File: src/rtl/hand_bbox_tracker.sv
// Per-frame bounding-box accumulator for detected hand pixels. The committed box
// is rewritten only in the blanking interval after EOF. Lost hands are debounced over frames.
module hand_bbox_tracker #(
    parameter int H_ACT      = 640,
    parameter int V_ACT      = 480,
    parameter int MIN_PIXELS = 64,
    parameter int MISS_LIMIT = 4,
    parameter int CNT_W      = 20
) (
    input  logic             iCLK,
    input  logic             iRST,
    input  logic             iPix_valid,
    input  logic [11:0]      iX,
    input  logic [11:0]      iY,
    input  logic             iHit,
    input  logic             iFreeze,
    output logic [11:0]      hand_x_min,
    output logic [11:0]      hand_x_max,
    output logic [11:0]      hand_y_min,
    output logic [11:0]      hand_y_max,
    output logic             oBox_valid,
    output logic             oUpdate,
    output logic [CNT_W-1:0] oHit_count
);

    localparam int MISS_W = $clog2(MISS_LIMIT + 1);

    typedef enum logic [1:0] {
        WAIT_SOF,
        ACCUM,
        COMMIT
    } state_e;

    state_e state_q, state_d;

    logic [11:0]      xmin_q, xmin_d, xmax_q, xmax_d;
    logic [11:0]      ymin_q, ymin_d, ymax_q, ymax_d;
    logic [CNT_W-1:0] cnt_q, cnt_d;
    logic [MISS_W-1:0] miss_q, miss_d;
    logic             apply_q, apply_d;
    logic             upd_acc_q, upd_acc_d;
    logic             upd_drop_q, upd_drop_d;
    logic [11:0]      box_x_min_q, box_x_min_d, box_x_max_q, box_x_max_d;
    logic [11:0]      box_y_min_q, box_y_min_d, box_y_max_q, box_y_max_d;
    logic             box_valid_q, box_valid_d;
    logic             update_q, update_d;
    logic [CNT_W-1:0] hit_count_q, hit_count_d;

    logic sof, eof, hit;

    assign sof = iPix_valid && (iX == 12'd0) && (iY == 12'd0);
    assign eof = iPix_valid && (iX == 12'(H_ACT - 1)) && (iY == 12'(V_ACT - 1));
    assign hit = iPix_valid && iHit;

    always_ff @(posedge iCLK) begin
        if (iRST) begin
            state_q <= WAIT_SOF;
        end else begin
            state_q <= state_d;
        end
    end

    always_comb begin
        state_d = state_q;
        case (state_q)
            WAIT_SOF: if (sof) state_d = ACCUM;
            ACCUM:    if (eof && !sof) state_d = COMMIT;
            COMMIT:   state_d = WAIT_SOF;
            default:  state_d = WAIT_SOF;
        endcase
    end

    logic [11:0]       base_xmin, base_xmax, base_ymin, base_ymax;
    logic [CNT_W-1:0]  base_cnt;
    logic              acc_en;
    logic [MISS_W:0]   miss_inc;
    logic              accept;

    always_comb begin
        xmin_d      = xmin_q;
        xmax_d      = xmax_q;
        ymin_d      = ymin_q;
        ymax_d      = ymax_q;
        cnt_d       = cnt_q;
        miss_d      = miss_q;
        apply_d     = 1'b0;
        upd_acc_d   = 1'b0;
        upd_drop_d  = 1'b0;
        box_x_min_d = box_x_min_q;
        box_x_max_d = box_x_max_q;
        box_y_min_d = box_y_min_q;
        box_y_max_d = box_y_max_q;
        box_valid_d = box_valid_q;
        update_d    = 1'b0;
        hit_count_d = hit_count_q;
        miss_inc    = {1'b0, miss_q} + 1'b1;
        accept      = (cnt_q >= CNT_W'(MIN_PIXELS));
        acc_en      = ((state_q == WAIT_SOF) && sof) || (state_q == ACCUM);

        // An SOF clears the accumulators before its own pixel is folded in.
        base_xmin = sof ? 12'hFFF : xmin_q;
        base_xmax = sof ? 12'h000 : xmax_q;
        base_ymin = sof ? 12'hFFF : ymin_q;
        base_ymax = sof ? 12'h000 : ymax_q;
        base_cnt  = sof ? '0 : cnt_q;

        if (acc_en) begin
            xmin_d = base_xmin;
            xmax_d = base_xmax;
            ymin_d = base_ymin;
            ymax_d = base_ymax;
            cnt_d  = base_cnt;
            if (hit) begin
                if (iX < base_xmin) xmin_d = iX;
                if (iX > base_xmax) xmax_d = iX;
                if (iY < base_ymin) ymin_d = iY;
                if (iY > base_ymax) ymax_d = iY;
                if (base_cnt != '1) cnt_d = base_cnt + 1'b1;
            end
        end

        if (state_q == COMMIT) begin
            apply_d = 1'b1;
            if (!iFreeze) begin
                if (accept) begin
                    upd_acc_d = 1'b1;
                    miss_d    = '0;
                end else begin
                    miss_d = (miss_inc >= (MISS_W + 1)'(MISS_LIMIT)) ?
                             MISS_W'(MISS_LIMIT) : miss_inc[MISS_W-1:0];
                    if ((miss_inc >= (MISS_W + 1)'(MISS_LIMIT)) && box_valid_q)
                        upd_drop_d = 1'b1;
                end
            end
        end

        // Decision is taken in COMMIT and applied one cycle later; the accumulators
        // stay untouched until the next SOF, which blanking keeps beyond this edge.
        if (apply_q) begin
            hit_count_d = cnt_q;
            if (upd_acc_q) begin
                box_x_min_d = xmin_q;
                box_x_max_d = xmax_q;
                box_y_min_d = ymin_q;
                box_y_max_d = ymax_q;
                box_valid_d = 1'b1;
                update_d    = 1'b1;
            end else if (upd_drop_q) begin
                box_valid_d = 1'b0;
                update_d    = 1'b1;
            end
        end
    end

    always_ff @(posedge iCLK) begin
        if (iRST) begin
            xmin_q      <= 12'hFFF;
            xmax_q      <= '0;
            ymin_q      <= 12'hFFF;
            ymax_q      <= '0;
            cnt_q       <= '0;
            miss_q      <= '0;
            apply_q     <= 1'b0;
            upd_acc_q   <= 1'b0;
            upd_drop_q  <= 1'b0;
            box_x_min_q <= '0;
            box_x_max_q <= '0;
            box_y_min_q <= '0;
            box_y_max_q <= '0;
            box_valid_q <= 1'b0;
            update_q    <= 1'b0;
            hit_count_q <= '0;
        end else begin
            xmin_q      <= xmin_d;
            xmax_q      <= xmax_d;
            ymin_q      <= ymin_d;
            ymax_q      <= ymax_d;
            cnt_q       <= cnt_d;
            miss_q      <= miss_d;
            apply_q     <= apply_d;
            upd_acc_q   <= upd_acc_d;
            upd_drop_q  <= upd_drop_d;
            box_x_min_q <= box_x_min_d;
            box_x_max_q <= box_x_max_d;
            box_y_min_q <= box_y_min_d;
            box_y_max_q <= box_y_max_d;
            box_valid_q <= box_valid_d;
            update_q    <= update_d;
            hit_count_q <= hit_count_d;
        end
    end

    assign hand_x_min = box_x_min_q;
    assign hand_x_max = box_x_max_q;
    assign hand_y_min = box_y_min_q;
    assign hand_y_max = box_y_max_q;
    assign oBox_valid = box_valid_q;
    assign oUpdate    = update_q;
    assign oHit_count = hit_count_q;

endmodule

File: config.mk
export PLATFORM = sky130hd
export DESIGN_NAME = hand_bbox_tracker
export DESIGN_NICKNAME = d
export VERILOG_FILES = /design/src/rtl/hand_bbox_tracker.sv
export SDC_FILE = /design/constraint.sdc
export NUM_CORES = 1
export LEC_CHECK = 0
export ABC_AREA = 1
export CAP_MARGIN = 20
export CELL_PAD_IN_SITES_DETAIL_PLACEMENT = 1
export CELL_PAD_IN_SITES_GLOBAL_PLACEMENT = 1
export CORE_UTILIZATION = 39
export DETAILED_ROUTE_END_ITERATION = 10
export DONT_BUFFER_PORTS = 1
export PLACE_DENSITY = 0.69
export SLEW_MARGIN = 20
export SYNTH_ARGS = -nofsm -noshare
export SYNTH_HDL_FRONTEND = slang
export SYNTH_SLANG_ARGS = --single-unit
File: constraint.sdc
create_clock -name iCLK -period 4.16 [get_ports iCLK]
set_input_delay 0.832 -clock iCLK [delete_from_list [all_inputs] [get_ports iCLK]]
set_output_delay 0.832 -clock iCLK [all_outputs]
set_load 0.05 [all_outputs]
==> summary.txt, run 1 <==
Status
  • Status: finished, final reports clean

Timing
  • Worst Tran Pin Value: 759.5 ps
  • Final hold violations: 0
  • Skew final: 5.797 ps
  • Final setup fails: 0
  • WHS: 472.5 ps
  • Setup ws final: 1040 ps
  • Max transition margin: 49.31%
  • Max Fclk: 320.5 MHz
  • Max-slew violation count: 0
  • RSZ-0062 raised after global routing: false
  • Fin crit share: 75.00%
  • Setup TNS: 0 ps
  • Min Tclk post-route: 3120 ps

Synth
  • Seq/Total Area, Yosys: 38.14%
  • Syn avg cell area: ~7 µm²
  • Synthesized Nets: about 1200
  • Cell taking the most area after synthesis: dfxtp_1
  • Yosys cell types: 40
  • Synth top area cells: dfxtp_1 38%, o21ai_0 9.5%, nand2_1 8.9%, ha_1 7.8%, nor2_1 7.8%
  • Syn Inst Count: approximately 1100
  • Synth top area share: a little under two fifths
  • Flop and latch count out of synthesis: roughly 150
  • Synth warnings: 0
  • Post-Syn Area: 0.007664 mm²

Worst setup path
  • CP Launch Type: primary input
  • Crit. End Element: flip-flop
  • Worst-path cell chain: nor2_1, nand2_1, nor2_1, nand3_2, buf_4, buf_4, nand2_1, inv_1, ha_1, nand2_1, inv_1, nand3_1, inv_1, nand2_1, nor2_4, nand3_4, nand3_1, nor2_1, nand2_1, nand2_1, nor2_1
  • CP dominant cell by count: nand2_1
  • CP max stage cell: buf_4
  • Critical path class: primary input to flip-flop
  • Critical path fanouts, max: 25
  • Crit path DAT: 3440 ps
  • Critical Path RT: 4480 ps
  • CP peak stage delay: 240 ps

Die
  • Die Wd: 142.2 µm
  • Core Rows: 50
  • Starting Density: about 40%
  • Full die area: 0.02022 mm²
  • Ports: 99
  • Core area: 0.01896 mm²
  • Die Span Y: 142.2 µm

Final layout
  • Core Util, Final: 44.51%
  • Reg area: ~0.003 mm²
  • Commonest non-fill, non-tap cell in the layout: nand2_1
  • Most frequent cells in the layout: 182 x nand2_1, 160 x nor2_1, 146 x dfxtp_1, 145 x o21ai_0, 95 x inv_1
  • Design area: 0.008438 mm²
  • ANT cells: 0
  • Layout Cells excl Fill: about 1300
  • Ratio of cells with drive above 1 in the final layout: about 7.9%
  • Synth-to-layout area growth: 10.11%
  • NumNets Final: 1152
  • Fillers: 2438
  • Area of the multi-input gates: 0.004088 mm²

Power and ir drop
  • Pleak: 3.695 nW
  • Power Total: 3.099 mW
  • P per Cell Area: approximately 370 mW/mm²
  • Max rail drop VDD: 0.2807 mV

Global routing
  • Vias in the first global route: 7027
  • First-pass GRT wire length: 37.00 mm
  • Largest net degree at the start of global routing: 61
  • Initial antenna violation count: 0
  • Total grt overflow: 0
  • Tot GR Track Use: a little under a quarter

CTS
  • Root Buffer Master: clkbuf_16
  • CTS clk-pin slew, worst paths: 60 ps
  • CTS Sinks: 146
  • CTS Hold Buffers Added: 0
  • Htree depth: 4
  • Clock Latency Late Sink: approximately 430 ps
  • Cts bufs inserted: 17
  • Post-CTS setup repair buffer count: 0
  • CTS tree: built
  • Max Buffers Root-to-Sink: 2
  • CTS resizes: 0

Route
  • Uppermost routed layer: met4
  • Met1 WL: between 10 and 15 mm
  • Vias per cell: 5.208
  • Iteration-0 DRC Markers: approximately 340
  • Router iterations before antenna repair: 5
  • WL/cell: 16.55 µm
  • Total vias in the final route: between 7000 and 8000
  • Metal3 WL: 1.057 mm
  • WL final: between 20 and 25 mm
  • Detail Route Antenna Nets: 0
  • DRC: 0
  • Met2 wire length: ~10 mm

Placement
  • Dpl ws: 669.4 ps
  • Detailed Place HPWL: about 16 mm
  • Area after DPL: between 0.007 and 0.008 mm²
  • I/O Buffers: 0
  • GPL Wtd Cong: 0.8128
  • Placed insts: 1316

Min path
  • Worst min path class: primary input to flip-flop

Flow run
  • Max-cap viol count: 0
==> cell type report <==
| type | count | area share, % |
|---|---|---|
| tap | 260 | 3.855 |
| timing repair buffer | 15 | 1.335 |
| clock buffer | 18 | 5.086 |
| inverter | 106 | 4.730 |
| sequential | 146 | 34.64 |
| multi-input combinational | 789 | 48.44 |
| clock inverter | 13 | 1.913 |
==> path summary, 6_finish.rpt <==
check | end | slack [ps] | cells past startpoint | from
setup reg to reg | ymax_q[11]$_SDFFE_PP0P_ | 1780 | 10 | ymax_q[11]$_SDFFE_PP0P_
hold / removal | cnt_q[19]$_SDFFE_PP0P_ | 470 | 1 | iRST
hold reg to reg | hand_y_min[2]$_SDFFE_PP0P_ | 480 | 2 | ymin_q[2]$_SDFFE_PP1P_
setup / recovery | cnt_q[14]$_SDFFE_PP0P_ | 1040 | 21 | iY[10]
==> registers in the layout, indices dropped and copies added, names as in the netlist <==
register / cells
hand_x_max: 12
state_q: 2
hand_y_min: 12
oHit_count: 20
upd_acc_q: 1
upd_drop_q: 1
apply_q: 1
xmin_q: 12
cnt_q: 20
oBox_valid: 1
oUpdate: 1
ymax_q: 12
xmax_q: 12
hand_y_max: 12
hand_x_min: 12
miss_q: 3
ymin_q: 12
==> synth_stat cells (all sizes together) <==
cell	number
nand2	191
nor2	167
o21ai	152
dfxtp	146
inv	104
a21oi	92
nand3	79
ha	48
clkbuf	44
nor3	16
buf	13
nand4	12
nand3b	7
nor4	6
a211oi	3
a21boi	2
clkinv	2
o211ai	2
o21bai	2
o221ai	2
a31oi	1
and3	1
nand2b	1
nor3b	1
o2111ai	1
o21a	1
o22ai	1
xor2	1
==> worst max-delay path, delay by kind of cell <==
kind,cells,cell delay (ps)
fa+ha+maj,1,230
buf+inv,5,640
simple gates,15,1710
==> report_power, final <==
part	internal (mW)	leakage, nW	switching (mW)
Sequential	1.40	1.18	0.0000000567
Combinational	0.0451	2.24	0.0857
Clock	0.940	0.279	0.630
==> kinds of logic after synthesis <==
kind of cell | share of synthesized area, %
buffers and inverters | 8.604
and+or+nand+nor | 27.89
AOI/OAI and AO/OA | 17.42
adders and majority gates | 7.837
DFF | 38.14
xor gates and xnor gates | 0.1143
==> per-layer routing <==
metal	vias up	track usage (%)
met5	-	0
li1	3587	-
met4	0	8.036
met3	29	4.711
met2	111	36.64
met1	3288	32.03
Note: power is estimated with default switching activity, not from simulation.
==> run 2: changes to the inputs <==
==> constraint.sdc (replaced) <==
create_clock -name iCLK -period 2.9 [get_ports iCLK]
set_input_delay 0.58 -clock iCLK [delete_from_list [all_inputs] [get_ports iCLK]]
set_output_delay 0.58 -clock iCLK [all_outputs]
set_load 0.05 [all_outputs]
==> run 2 against run 1 <==
Effect of this change:
- final cell count increased by 2.2%
- register-to-register slack worse by 980 ps
- clock skew grew 4.2 ps
- first-iteration DRC count down 11%
- die area is the same
- core utilization grew 1.4 points
- clock-buffer cell count increased by 3
- highest routed layer unchanged
==> summary.txt, run 2 (synthesized netlist as in run 1, its figures left out) <==
Worst setup path
  • Reg2Reg Setup Slack: 800 ps (-980 ps)
  • CP peak stage delay: 290 ps (+50 ps)
  • RR Endpoint: cnt_q[18]$_SDFFE_PP0P_
  • CP Launch Type: primary input
  • Crit. End Element: flip-flop
  • Worst-path cell chain: nor2_1, nand3_1, nor2_1, nand3_2, inv_2, buf_4, nor2_1, ha_1, a21oi_1, nor2_1, a211oi_1, o221ai_1, nor2_2, buf_4, nand3_1, nand3_1, nand2_1
  • Critical Path RT: 3210 ps (-1270 ps)
  • Critical path fanouts, max: 10 (-60%)
  • Crit path DAT: 2930 ps (-510 ps)
  • Crit Reg-Reg Startpoint: cnt_q[0]$_SDFFE_PP0P_
  • CP max stage cell: ha_1
  • Critical path class: primary input to flip-flop
  • CP delay by family, top: simple AND/OR/NAND/NOR gates
  • R2R depth: 15 (+5)
  • Worst path bufs/invs: 3 (-2)
  • CP dominant cell by count: nor2_1

CTS
  • Htree depth: 4 (unchanged)
  • Cts bufs inserted: 17 (unchanged)
  • CTS Sinks: 146 (unchanged)
  • Clock Latency Late Sink: 430 ps (about the same)
  • Root Buffer Master: clkbuf_16
  • CTS clk-pin slew, worst paths: 60 ps (about the same)
  • Max Buffers Root-to-Sink: 2 (unchanged)
  • CTS Hold Buffers Added: 0 (unchanged)
  • CTS tree: built

Min path
  • Hold Path Origin: iRST
  • Worst Hold Endpoint: cnt_q[19]$_SDFFE_PP0P_
  • Cells on Worst Hold Path: 1 (unchanged)
  • Worst min path class: primary input to flip-flop

Die
  • Core Rows: 50 (unchanged)
  • Full die area: 0.02022 mm² (unchanged)
  • Ports: 99 (unchanged)
  • Die Span Y: 142.2 µm (unchanged)
  • Core area: 0.01896 mm² (unchanged)
  • Die Wd: 142.2 µm (unchanged)
  • Starting Density: 40.43% (unchanged)

Power and ir drop
  • Power Total: 4.394 mW (+42%)
  • Max rail drop VDD: 0.4170 mV (+49%)
  • Pleak: 3.845 nW (+4.1%)
  • P per Cell Area: 504.8 mW/mm² (+37%)

Final layout
  • Most frequent cells in the layout: 182 x nand2_1, 158 x nor2_1, 146 x dfxtp_1, 145 x o21ai_0, 95 x inv_1
  • Synth-to-layout area growth: 13.58%
  • Ratio of cells with drive above 1 in the final layout: 10.30% (+2.4 points)
  • Layout Cells excl Fill: 1376 (+2.2%)
  • ANT cells: 0 (unchanged)
  • Commonest non-fill, non-tap cell in the layout: nand2_1
  • NumNets Final: 1180 (+2.4%)

Global routing
  • Tot GR Track Use: 24.02% (+0.57 points)
  • Largest net degree at the start of global routing: 93 (+52%)
  • Total grt overflow: 0 (unchanged)
  • First-pass GRT wire length: 38.20 mm (+3.2%)
  • Vias in the first global route: 7321 (+4.2%)
  • Initial antenna violation count: 0 (unchanged)

Timing
  • Max transition margin: 42.32% (-7.0 points)
  • Max-slew violation count: 0 (unchanged)
  • RSZ-0062 raised after global routing: false
  • WHS: 219.0 ps (-253.5 ps)
  • Fin crit share: 90.33%
  • Min Tclk post-route: about 2600 ps
  • Setup ws final: 280.3 ps (-759.6 ps)
  • Skew final: 9.988 ps (+4.191 ps)
  • Final hold violations: 0 (unchanged)
  • Final setup fails: 0 (unchanged)
  • Max Fclk: about 380 MHz
  • Worst Tran Pin Value: 865.1 ps (+105.7 ps)
  • Setup TNS: 0 ps (unchanged)

Route
  • DRC: 0 (unchanged)
  • Iteration-0 DRC Markers: 305 (-11%)
  • WL/cell: 16.70 µm (+0.90%)
  • Detail Route Antenna Nets: 0 (unchanged)
  • Router iterations before antenna repair: 4 (-1)
  • Vias per cell: 5.262 (+1.0%)
  • Total vias in the final route: 7241 (+3.2%)
  • WL final: 22.98 mm (+3.1%)

Flow run
  • Max-cap viol count: 0 (unchanged)

Status
  • Status: finished, final reports clean

Placement
  • Dpl ws: -147.4 ps (-816.8 ps)
  • Placed insts: 1344 (+2.1%)
  • GPL Wtd Cong: 0.8574 (+5.5%)
  • Detailed Place HPWL: 16.68 mm (+3.0%)
  • I/O Buffers: 0 (unchanged)
## run 2: metrics by stage
| stage | area [µm²] | util [%] |
|---|---|---|
| floorplan | 7669 | - |
| global placement | 8117 | 42.82 |
| detailed placement | 8117 | 42.82 |
| CTS | 8696 | 45.87 |
| global route | 8705 | 45.92 |
| finish | 8705 | 45.92 |
## run 2: where the power goes
part	switching, mW	total [mW]	internal, mW	leakage [nW]
clock network	0.883	2.18	1.30	0.278
registers	0.0000000785	2.01	2.01	1.18
logic	0.130	0.211	0.0811	2.39
## run 2: per-layer routing
layer  GRT usage [%]  share of wire [%]  up-vias
met4           6.452                1.4        0
met5               0                  0        -
met1           31.70                 48     3444
met2           38.93                 46      121
met3           5.821                4.7       23
li1                -                  -     3653
## run 2: layout make-up
type	instances	area, µm²
repair buffers	43	385.4
inverters	106	400.4
multi-input cells	789	4091
clock buffers	21	450.4
clock inverters	11	128.9
well taps	260	325.3
flip-flops and latches	146	2923
fillers	2426	10250
## run 2: timing repair
| item | 4_1_cts | 5_1_grt |
|---|---|---|
| buffers inserted | 0 | 0 |
| setup endpoints to repair | 0 | 7 |
| resized for setup | 0 | 2 |
## run 2: worst max path at each step
stage,from,end,slack (ps),depth (start not counted)
floorplan,iY[10],xmin_q[2]$_SDFFE_PP1P_,4,18
global placement,iX[10],xmin_q[1]$_SDFFE_PP1P_,-30,17
detailed placement,iX[10],xmin_q[9]$_SDFFE_PP1P_,-150,17
CTS,iX[10],xmin_q[5]$_SDFFE_PP1P_,290,17
global route,iX[7],xmin_q[11]$_SDFFE_PP1P_,60,17
finish,iX[7],xmin_q[5]$_SDFFE_PP1P_,280,17
==> run 3: changes to the inputs <==
--- a/config.mk
+++ b/config.mk
@@ -6,7 +6,7 @@
 export NUM_CORES = 1
 export LEC_CHECK = 0
 export ABC_AREA = 1
-export CAP_MARGIN = 20
+export CAP_MARGIN = 15
 export CELL_PAD_IN_SITES_DETAIL_PLACEMENT = 1
 export CELL_PAD_IN_SITES_GLOBAL_PLACEMENT = 1
 export CORE_UTILIZATION = 39
==> results of run 3 <==
The final DEF is identical to that of run 2; final timing and power are the same.
